==> src/rtl/proc_pipe_pckg.sv <==
// Shared types and default widths for the processing pipeline stages.
package proc_pipe_pckg;

  typedef enum logic {UNPACK_IDLE, UNPACK_BUSY} unpack_state_t;

  localparam int unsigned PIPE_WORD_WDT = 64;
  localparam int unsigned PIPE_ELEM_WDT = 16;

endpackage

==> src/rtl/pipe_word_unpacker.sv <==
// Serialises FIFO words into ELEMS elements (LSB first) under stall backpressure.
// Optional macro PIPE_WORD_UNPACKER_LAST_EN adds the downstream_elem_last output.
module pipe_word_unpacker
  import proc_pipe_pckg::*;
#(
  parameter int unsigned WORD_WDT = PIPE_WORD_WDT,
  parameter int unsigned ELEM_WDT = PIPE_ELEM_WDT
) (
  input  logic                clk,
  input  logic                rst,
  input  logic [WORD_WDT-1:0] upstream_word,
  input  logic                upstream_word_val,
  output logic                upstream_stall,
  output logic [ELEM_WDT-1:0] downstream_elem,
  output logic                downstream_elem_val,
  input  logic                downstream_stall
`ifdef PIPE_WORD_UNPACKER_LAST_EN
  ,
  output logic                downstream_elem_last
`endif
);

  localparam int unsigned ELEMS   = WORD_WDT / ELEM_WDT;
  localparam int unsigned IDX_WDT = $clog2(ELEMS);
  localparam logic [IDX_WDT-1:0] LAST_IDX = IDX_WDT'(ELEMS - 1);

  if ((WORD_WDT % ELEM_WDT) != 0 || ELEMS < 2) begin : g_bad_widths
    $error("pipe_word_unpacker: WORD_WDT must be a multiple of ELEM_WDT with at least two elements");
  end

  unpack_state_t       state;
  logic [IDX_WDT-1:0]  idx;
  logic [WORD_WDT-1:0] word_q;
  logic [ELEM_WDT-1:0] elem_q;
  logic                val_q;
  logic                is_last;
  logic                issue;
  logic                accept;

  assign is_last        = (idx == LAST_IDX);
  assign issue          = (state == UNPACK_BUSY) && !downstream_stall;
  // A new word is only taken while the last element of the held word leaves.
  assign upstream_stall = (state == UNPACK_BUSY) && !(is_last && !downstream_stall);
  assign accept         = upstream_word_val && !upstream_stall;

`ifdef PIPE_WORD_UNPACKER_LAST_EN
  logic last_q;
  assign downstream_elem_last = last_q;
`endif

  always_ff @(posedge clk or posedge rst) begin
    if (rst) begin
      state  <= UNPACK_IDLE;
      idx    <= '0;
      word_q <= '0;
      elem_q <= '0;
      val_q  <= 1'b0;
`ifdef PIPE_WORD_UNPACKER_LAST_EN
      last_q <= 1'b0;
`endif
    end else begin
      if (issue) begin
        elem_q <= word_q[idx*ELEM_WDT +: ELEM_WDT];
        val_q  <= 1'b1;
`ifdef PIPE_WORD_UNPACKER_LAST_EN
        last_q <= is_last;
`endif
        if (is_last) begin
          idx   <= '0;
          state <= UNPACK_IDLE;
        end else begin
          idx   <= idx + 1'b1;
        end
      end else if (!downstream_stall && state == UNPACK_IDLE) begin
        elem_q <= '0;
        val_q  <= 1'b0;
`ifdef PIPE_WORD_UNPACKER_LAST_EN
        last_q <= 1'b0;
`endif
      end
      // Accept overrides the last-issue return to idle so back-to-back words have no bubble.
      if (accept) begin
        word_q <= upstream_word;
        idx    <= '0;
        state  <= UNPACK_BUSY;
      end
    end
  end

  assign downstream_elem     = elem_q;
  assign downstream_elem_val = val_q;

`ifndef SYNTHESIS
  a_no_early_accept: assert property (@(posedge clk) disable iff (rst)
    !(accept && state == UNPACK_BUSY && !is_last));
  a_idx_range: assert property (@(posedge clk) disable iff (rst)
    32'(idx) < ELEMS);
  a_val_zero: assert property (@(posedge clk) disable iff (rst)
    downstream_elem_val || (downstream_elem == '0));
`endif

endmodule

==> config.mk <==
export PLATFORM = sky130hd
export DESIGN_NAME = pipe_word_unpacker
export DESIGN_NICKNAME = d
export VERILOG_FILES = /design/src/rtl/proc_pipe_pckg.sv /design/src/rtl/pipe_word_unpacker.sv
export SDC_FILE = /design/constraint.sdc
export NUM_CORES = 1
export LEC_CHECK = 0
export ABC_AREA = 1
export BUFFER_PORTS_ARGS = -buffer_cell sky130_fd_sc_hd__buf_2
export CORE_ASPECT_RATIO = 0.8
export CORE_MARGIN = 1.5
export CORE_UTILIZATION = 49
export CTS_CLUSTER_DIAMETER = 50
export DETAILED_ROUTE_END_ITERATION = 10
export PLACE_DENSITY = 0.84
export SETUP_SLACK_MARGIN = 0.5
export SYNTH_ARGS = -nofsm -noshare
export SYNTH_HDL_FRONTEND = slang
export SYNTH_SLANG_ARGS = --single-unit
export TNS_END_PERCENT = 1
==> constraint.sdc <==
create_clock -name clk -period 2.4 [get_ports clk]
set_input_delay 0.12 -clock clk [delete_from_list [all_inputs] [get_ports clk]]
set_output_delay 0.12 -clock clk [all_outputs]
set_load 0.01 [all_outputs]
==> results.sh, run 1 <==
export IMPL_cts_htree_levels=3
export IMPL_grt_overflow_total=0
export IMPL_leakage_nw=2.70
export IMPL_grtUsageTotal=0.262
export IMPL_tritoncts="built"
export IMPL_clk_pin_slew_worst_paths_ns=0.08
export IMPL_yosysUniqueCellTypes=14
export IMPL_dp_hpwl_um=6510
export IMPL_tightest_slew_ns=0.716
export IMPL_fp_dieArea_mm2=0.00831
export IMPL_coreArea_mm2=0.00746
export IMPL_status="finished, final reports clean"
export IMPL_yosys_warnings=0
export IMPL_arrival_ns=1.66
export IMPL_n_antenna_cell=0
export IMPL_crit_type="reg -> out"
export IMPL_design_area_mm2=0.00501
export IMPL_port_buffers=85
export IMPL_seq_area_frac_synth=0.552
export IMPL_hold_violations=0
export IMPL_grt_pass1_wl_um=16500
export IMPL_drive_gt1_frac=0.184
export IMPL_tns_ns=0
export IMPL_period_share=0.742
export IMPL_multi_input_area_mm2=0.00149
export IMPL_seqCellArea_mm2=0.00210
export IMPL_postPlaceCellArea_mm2=0.00427
export IMPL_via_per_inst=5.27
export IMPL_wl_per_cell_um=14.6
export IMPL_synthesis_instances=478
export IMPL_die_h_um=81.9
export IMPL_pre_cts_slack_ns=0.798
export IMPL_power_w=0.00578
export IMPL_max_slew_margin_rel=0.521
export IMPL_start_util=0.510
export IMPL_power_density_mw_per_mm2=1150
export IMPL_synth_area_leaders="dfrtp_1, nand2_1, nand3_1"
export IMPL_dieWidth_um=102
export IMPL_cts_root_buf="clkbuf_8"
export IMPL_clock_path_buffers=2
export IMPL_clock_fmax_ghz=0.562
export IMPL_std_cell_rows=28
export IMPL_finalMaxSlewViolations=0
export IMPL_worst_setup_path_end_kind="output port"
export IMPL_ys_ff_latch=84
export IMPL_clock_skew_ns=0.0109
export IMPL_cap_violations=0
export IMPL_netlist_area_mm2=0.00381
export IMPL_synth_top_cell_area_share=0.552
export IMPL_drcViolationCount=0
export IMPL_critPathMaxFanout=66
export IMPL_worstSetupStartpointType="flop"
export IMPL_cts_buffers=9
export IMPL_place_congestion=0.817
export IMPL_via_count=3738
export IMPL_clock_sinks=84
export IMPL_area_growth_pct=31.5
export IMPL_setup_violations_final=0
export IMPL_synth_most_common_cell="nand2_1"
export IMPL_clk_latency_ns=0.37
export IMPL_postLayoutSetupSlackWorst_ns=0.619
export IMPL_firstDrtPassIters=7
export IMPL_ys_flop_type="dfrtp_1"
export IMPL_peakVddDrop_mv=0.547
export IMPL_routed_wl_um=10300
export IMPL_crit_required_ns=2.28
export IMPL_grt_max_degree=68
export IMPL_rsz0062_at_grt="no"
export IMPL_synth_enable_flop_cells=0
export IMPL_yosys_area_top_type="dfrtp_1"
export IMPL_fillCellCount=602
export IMPL_hold_class="in -> reg"
export IMPL_cts_setup_buffers=0
export IMPL_period_minus_slack_ns=1.78
export IMPL_grt_antenna_before_repair=0
export IMPL_antenna_left=0
export IMPL_grt_pass1_vias=3465
export IMPL_syn_avg_cell_area_um2=7.97
export IMPL_yosys_top_cells_count="nand2_1, nand3_1, dfrtp_1, buf_2, inv_1"
export IMPL_syn_num_nets=547
export IMPL_ioPinCount=86
export IMPL_drt_iter0_drc=343
export IMPL_nNetsFinal=668
export IMPL_async_reset_ff_frac=1.00
cells by family (layout without fill, tap and decap cells):
group | count (synthesis) | in the layout | synth area share
DFF | 84 | 84 | 0.552
buffers and inverters | 43 | 169 | 0.0591
adders and majority gates | 1 | 1 | 0.00328
and+or+nand+nor | 347 | 347 | 0.381
AOI/OAI and AO/OA | 3 | 3 | 0.00493
layer usage:
metal	global-route usage	vias up	routed length (um)
met1	0.352	1767	4430
met4	0.0861	0	217
met2	0.424	180	4870
li1	-	1768	-
met5	0	-	0
met3	0.0613	23	812
flip-flops by register name (all words and copies together) (netlist names):
signal and flops:
downstream_elem 16, downstream_elem_val 1, idx 2, state 1, word_q 64
layout by cell type, fill, tap and decap left out, drive strengths merged, types with 2 or more instances in the layout:
| master | Yosys | layout |
|---|---|---|
| o21ai | 3 | 3 |
| clkinv | 1 | 4 |
| clkbuf | 7 | 10 |
| dfrtp | 84 | 84 |
| dlygate4sd3 | 0 | 52 |
| nand3 | 112 | 112 |
| inv | 8 | 8 |
| bufinv | 0 | 2 |
| buf | 27 | 92 |
| nand2 | 234 | 234 |
area by class of cell:
cell class                 count  share of cell area
clock buffer                  10              0.0255
multi-input combinational    351               0.298
sequential                    84               0.420
clock inverter                 6              0.0175
tap                          105              0.0262
timing repair buffer         144               0.206
inverter                       9             0.00749
per-stage QoR:
step	std cells	hold WS, ns	util
finish	709	0.00263	0.671
global route	709	0.0120	0.671
CTS	709	0.00224	0.671
detailed placement	641	0.268	0.572
global placement	641	0.254	0.572
floorplan	478	0.265	-
path summary, 6_finish.rpt:
path	startpoint	slack (ns)	cells past startpoint	to
min	upstream_word[52]	0.003	3	word_q[52]
min in group asynchronous	rst	0.40	3	word_q[62]
max reg2reg	idx[0]	0.74	7	downstream_elem[7]
max in group asynchronous	rst	1.30	4	downstream_elem[1]
max	idx[0]	0.62	6	upstream_stall
min reg2reg	word_q[61]	0.47	2	word_q[61]
power breakdown:
| part | internal, W | switching (W) |
|---|---|---|
| sequential | 0.00207 | 0.000450 |
| combinational | 0.000799 | 0.00136 |
| clock | 0.000588 | 0.000517 |
| total | 0.00345 | 0.00233 |
critical path, cell delays in order, from the launching register on:
cell and delay [ns]:
dfrtp_1 0.36, ha_1 0.15, inv_1 0.07, o21ai_4 0.16, buf_8 0.35, inv_1 0.06, buf_2 0.14
repair_timing:
action                     in CTS  in global routing
cloned                          0                  0
resized for setup               1                  2
hold endpoints to repair       82                  0
setup endpoints to repair       1                  1
hold buffers                   52                  0
Power figures use the tool's default switching activity.
==> inputs of run 2 (changes only) <==
==> constraint.sdc (replaced) <==
create_clock -name clk -period 1.43 [get_ports clk]
set_input_delay 0.0715 -clock clk [delete_from_list [all_inputs] [get_ports clk]]
set_output_delay 0.0715 -clock clk [all_outputs]
set_load 0.01 [all_outputs]
==> run 2 against run 1 <==
Against the previous run: the flow now finishes with violations (negative setup slack); cell count up 4.1%; combinational power up 140%; die area unchanged; sequential share of layout area down 4.6 points; routed wire length up 17%; non-clock buffer count up 29; via count up 7.4%; core utilization up 8.3 points; critical path type is now reg -> reg; critical endpoint is now word_q[32].
==> results.sh, run 2 (synthesis results as in run 1) <==
export IMPL_crit_required_ns=1.68
export IMPL_via_count=4013
export IMPL_rsz0062_at_grt="yes"
export IMPL_cap_violations=0
export IMPL_worstSetupStartpointType="flop"
export IMPL_drcViolationCount=0
export IMPL_port_buffers=85
export IMPL_die_h_um=81.9
export IMPL_hold_violations=0
export IMPL_critPathMaxFanout=43
export IMPL_arrival_ns=1.77
export IMPL_tritoncts="built"
export IMPL_power_internal_w=0.00674
export IMPL_dp_hpwl_um=6760
export IMPL_holdWs_ns=0.0604
export IMPL_clock_skew_ns=0.00960
export IMPL_period_share=1.06
export IMPL_clock_path_buffers=2
export IMPL_clock_fmax_ghz=0.659
export IMPL_endpoint="word_q[32]"
export IMPL_power_density_mw_per_mm2=2030
export IMPL_routed_wl_um=12100
export IMPL_leakage_nw=2.99
export IMPL_antenna_left=0
export IMPL_r2r_end="word_q[32]"
export IMPL_area_growth_pct=47.8
export IMPL_worst_setup_path_end_kind="flop"
export IMPL_crit_type="reg -> reg"
export IMPL_postPlaceCellArea_mm2=0.00435
export IMPL_drt_iter0_drc=400
export IMPL_n_antenna_cell=0
export IMPL_final_common_cell="nand2_1"
export IMPL_tightest_slew_ns=0.458
export IMPL_cts_root_buf="clkbuf_8"
export IMPL_grt_max_degree=85
export IMPL_clk_latency_ns=0.37
export IMPL_cts_buffers=9
export IMPL_finalMaxSlewViolations=0
export IMPL_nNetsFinal=697
export IMPL_clock_sinks=84
export IMPL_ioPinCount=86
export IMPL_grt_pass1_wl_um=19300
export IMPL_status="finished with violations"
export IMPL_postLayoutSetupSlackWorst_ns=-0.0873
export IMPL_coreArea_mm2=0.00746
export IMPL_critPathSlowestCell="dfrtp_1"
export IMPL_max_slew_margin_rel=0.694
export IMPL_rrSetupSlack_ns=-0.09
export IMPL_p_seq_frac=0.374
export IMPL_peakVddDrop_mv=0.996
export IMPL_via_per_inst=5.44
export IMPL_fp_dieArea_mm2=0.00831
export IMPL_violations="negative setup slack"
export IMPL_power_switching_w=0.00468
export IMPL_wl_per_cell_um=16.4
export IMPL_switching_share=0.410
export IMPL_place_congestion=0.892
export IMPL_clk_pin_slew_worst_paths_ns=0.08
export IMPL_r2r_start="idx[1]"
export IMPL_r2r_cells=8
export IMPL_fillCellCount=486
export IMPL_crit_top_cell="nand2_1"
export IMPL_cts_htree_levels=3
export IMPL_slowest_delay_ns=0.38
export IMPL_p_clk_frac=0.172
export IMPL_crit_start="idx[1]"
export IMPL_start_util=0.510
export IMPL_largest_register_ffs=64
export IMPL_grtUsageTotal=0.310
export IMPL_grt_overflow_total=0
export IMPL_setup_violations_final=68
export IMPL_hold_class="in -> reg"
export IMPL_largest_register="word_q"
export IMPL_drive_gt1_frac=0.281
export IMPL_dieWidth_um=102
export IMPL_firstDrtPassIters=5
export IMPL_grt_antenna_before_repair=0
export IMPL_layout_common_cells="nand2_1, nand3_1, dfrtp_1, buf_2, dlygate4sd3_1"
export IMPL_std_cell_rows=28
export IMPL_combPwrFrac=0.454
export IMPL_crit_chain="ha_2 -> inv_2 -> o21ai_4 -> buf_6 -> nand2_2 -> buf_12 -> nand2_1 -> nand2_1"
export IMPL_period_minus_slack_ns=1.52
export IMPL_grt_pass1_vias=3962
export IMPL_design_area_mm2=0.00563
run 2: changes by cell type in the layout (fill, tap and decap cells not counted), moves of 3 or more:
cell	change
nand3_1	-27
nand3_2	+27
nand2_1	-17
dlygate4sd3_1	+12
nand2_2	+12
buf_6	+8
nand2_4	+5
buf_12	+4
buf_4	+4
inv_1	-3
run 2: how the worst min path moves through the flow:
| stage | from | end | slack (ns) | cells past startpoint |
|---|---|---|---|---|
| after global routing | upstream_word[26] | word_q[26] | 0.04 | 3 |
| after detailed placement | rst | downstream_elem[9] | 0.23 | 3 |
| after global placement | rst | downstream_elem[7] | 0.23 | 3 |
| after CTS | upstream_word[26] | word_q[26] | 0.004 | 3 |
| final | upstream_word[26] | word_q[26] | 0.06 | 3 |
| after floorplan | upstream_word[16] | word_q[16] | 0.22 | 2 |
run 2: layout make-up:
class                   count  area, um2  share of cell area
multi-input cells         351       1700               0.301
clock buffers              11        151              0.0269
inverters                   9       50.0             0.00889
flip-flops and latches     84       2100               0.373
repair buffers            173       1420               0.252
well taps                 105        131              0.0233
clock inverters             5       82.6              0.0147
run 2: timing repair:
action / in CTS / in global routing
buffers inserted: 5 / 2
gates cloned: 2 / 0
hold buffers: 64 / 0
endpoints found under the setup margin: 101 / 101
gates resized for setup: 63 / 15
endpoints found under the hold margin: 147 / 0
pin swaps: 14 / 7
run 2: per-stage QoR:
stage / power [W] / TNS, ns / utilization / setup slack, ns / cells
finish: 0.0114 / -2.98 / 0.755 / -0.0873 / 738
CTS: 0.0110 / -0.141 / 0.746 / -0.0403 / 736
global placement: 0.00771 / 0 / 0.583 / 0.0911 / 649
detailed placement: 0.00791 / 0 / 0.583 / 0.0330 / 649
floorplan: 0.00666 / 0 / - / 0.211 / 478
global route: 0.0121 / -7.43 / 0.755 / -0.148 / 738
run 2: routing by layer:
layer,global-route usage,part of all wire,up-vias
met2,0.526,0.48,240
met1,0.388,0.41,1914
met5,0,0,-
met4,0.0875,0.023,0
li1,-,-,1827
met3,0.0902,0.091,32
run 2: power by group through the flow:
stage	sequential [W]	clock, W	combinational [W]
6_report	0.00427	0.00196	0.00519
5_1_grt	0.00434	0.00210	0.00563
4_1_cts	0.00420	0.00198	0.00484
3_5_place_dp	0.00416	0	0.00375
3_3_place_gp	0.00414	0	0.00357
2_1_floorplan	0.00404	0	0.00262
run 2: worst max-delay path, delay by kind of cell (launching register included):
family | cells | cell delay, ns
flops | 1 | 0.38
buf+inv | 3 | 0.39
compound gates | 1 | 0.19
fa+ha+maj | 1 | 0.19
simple gates | 3 | 0.24
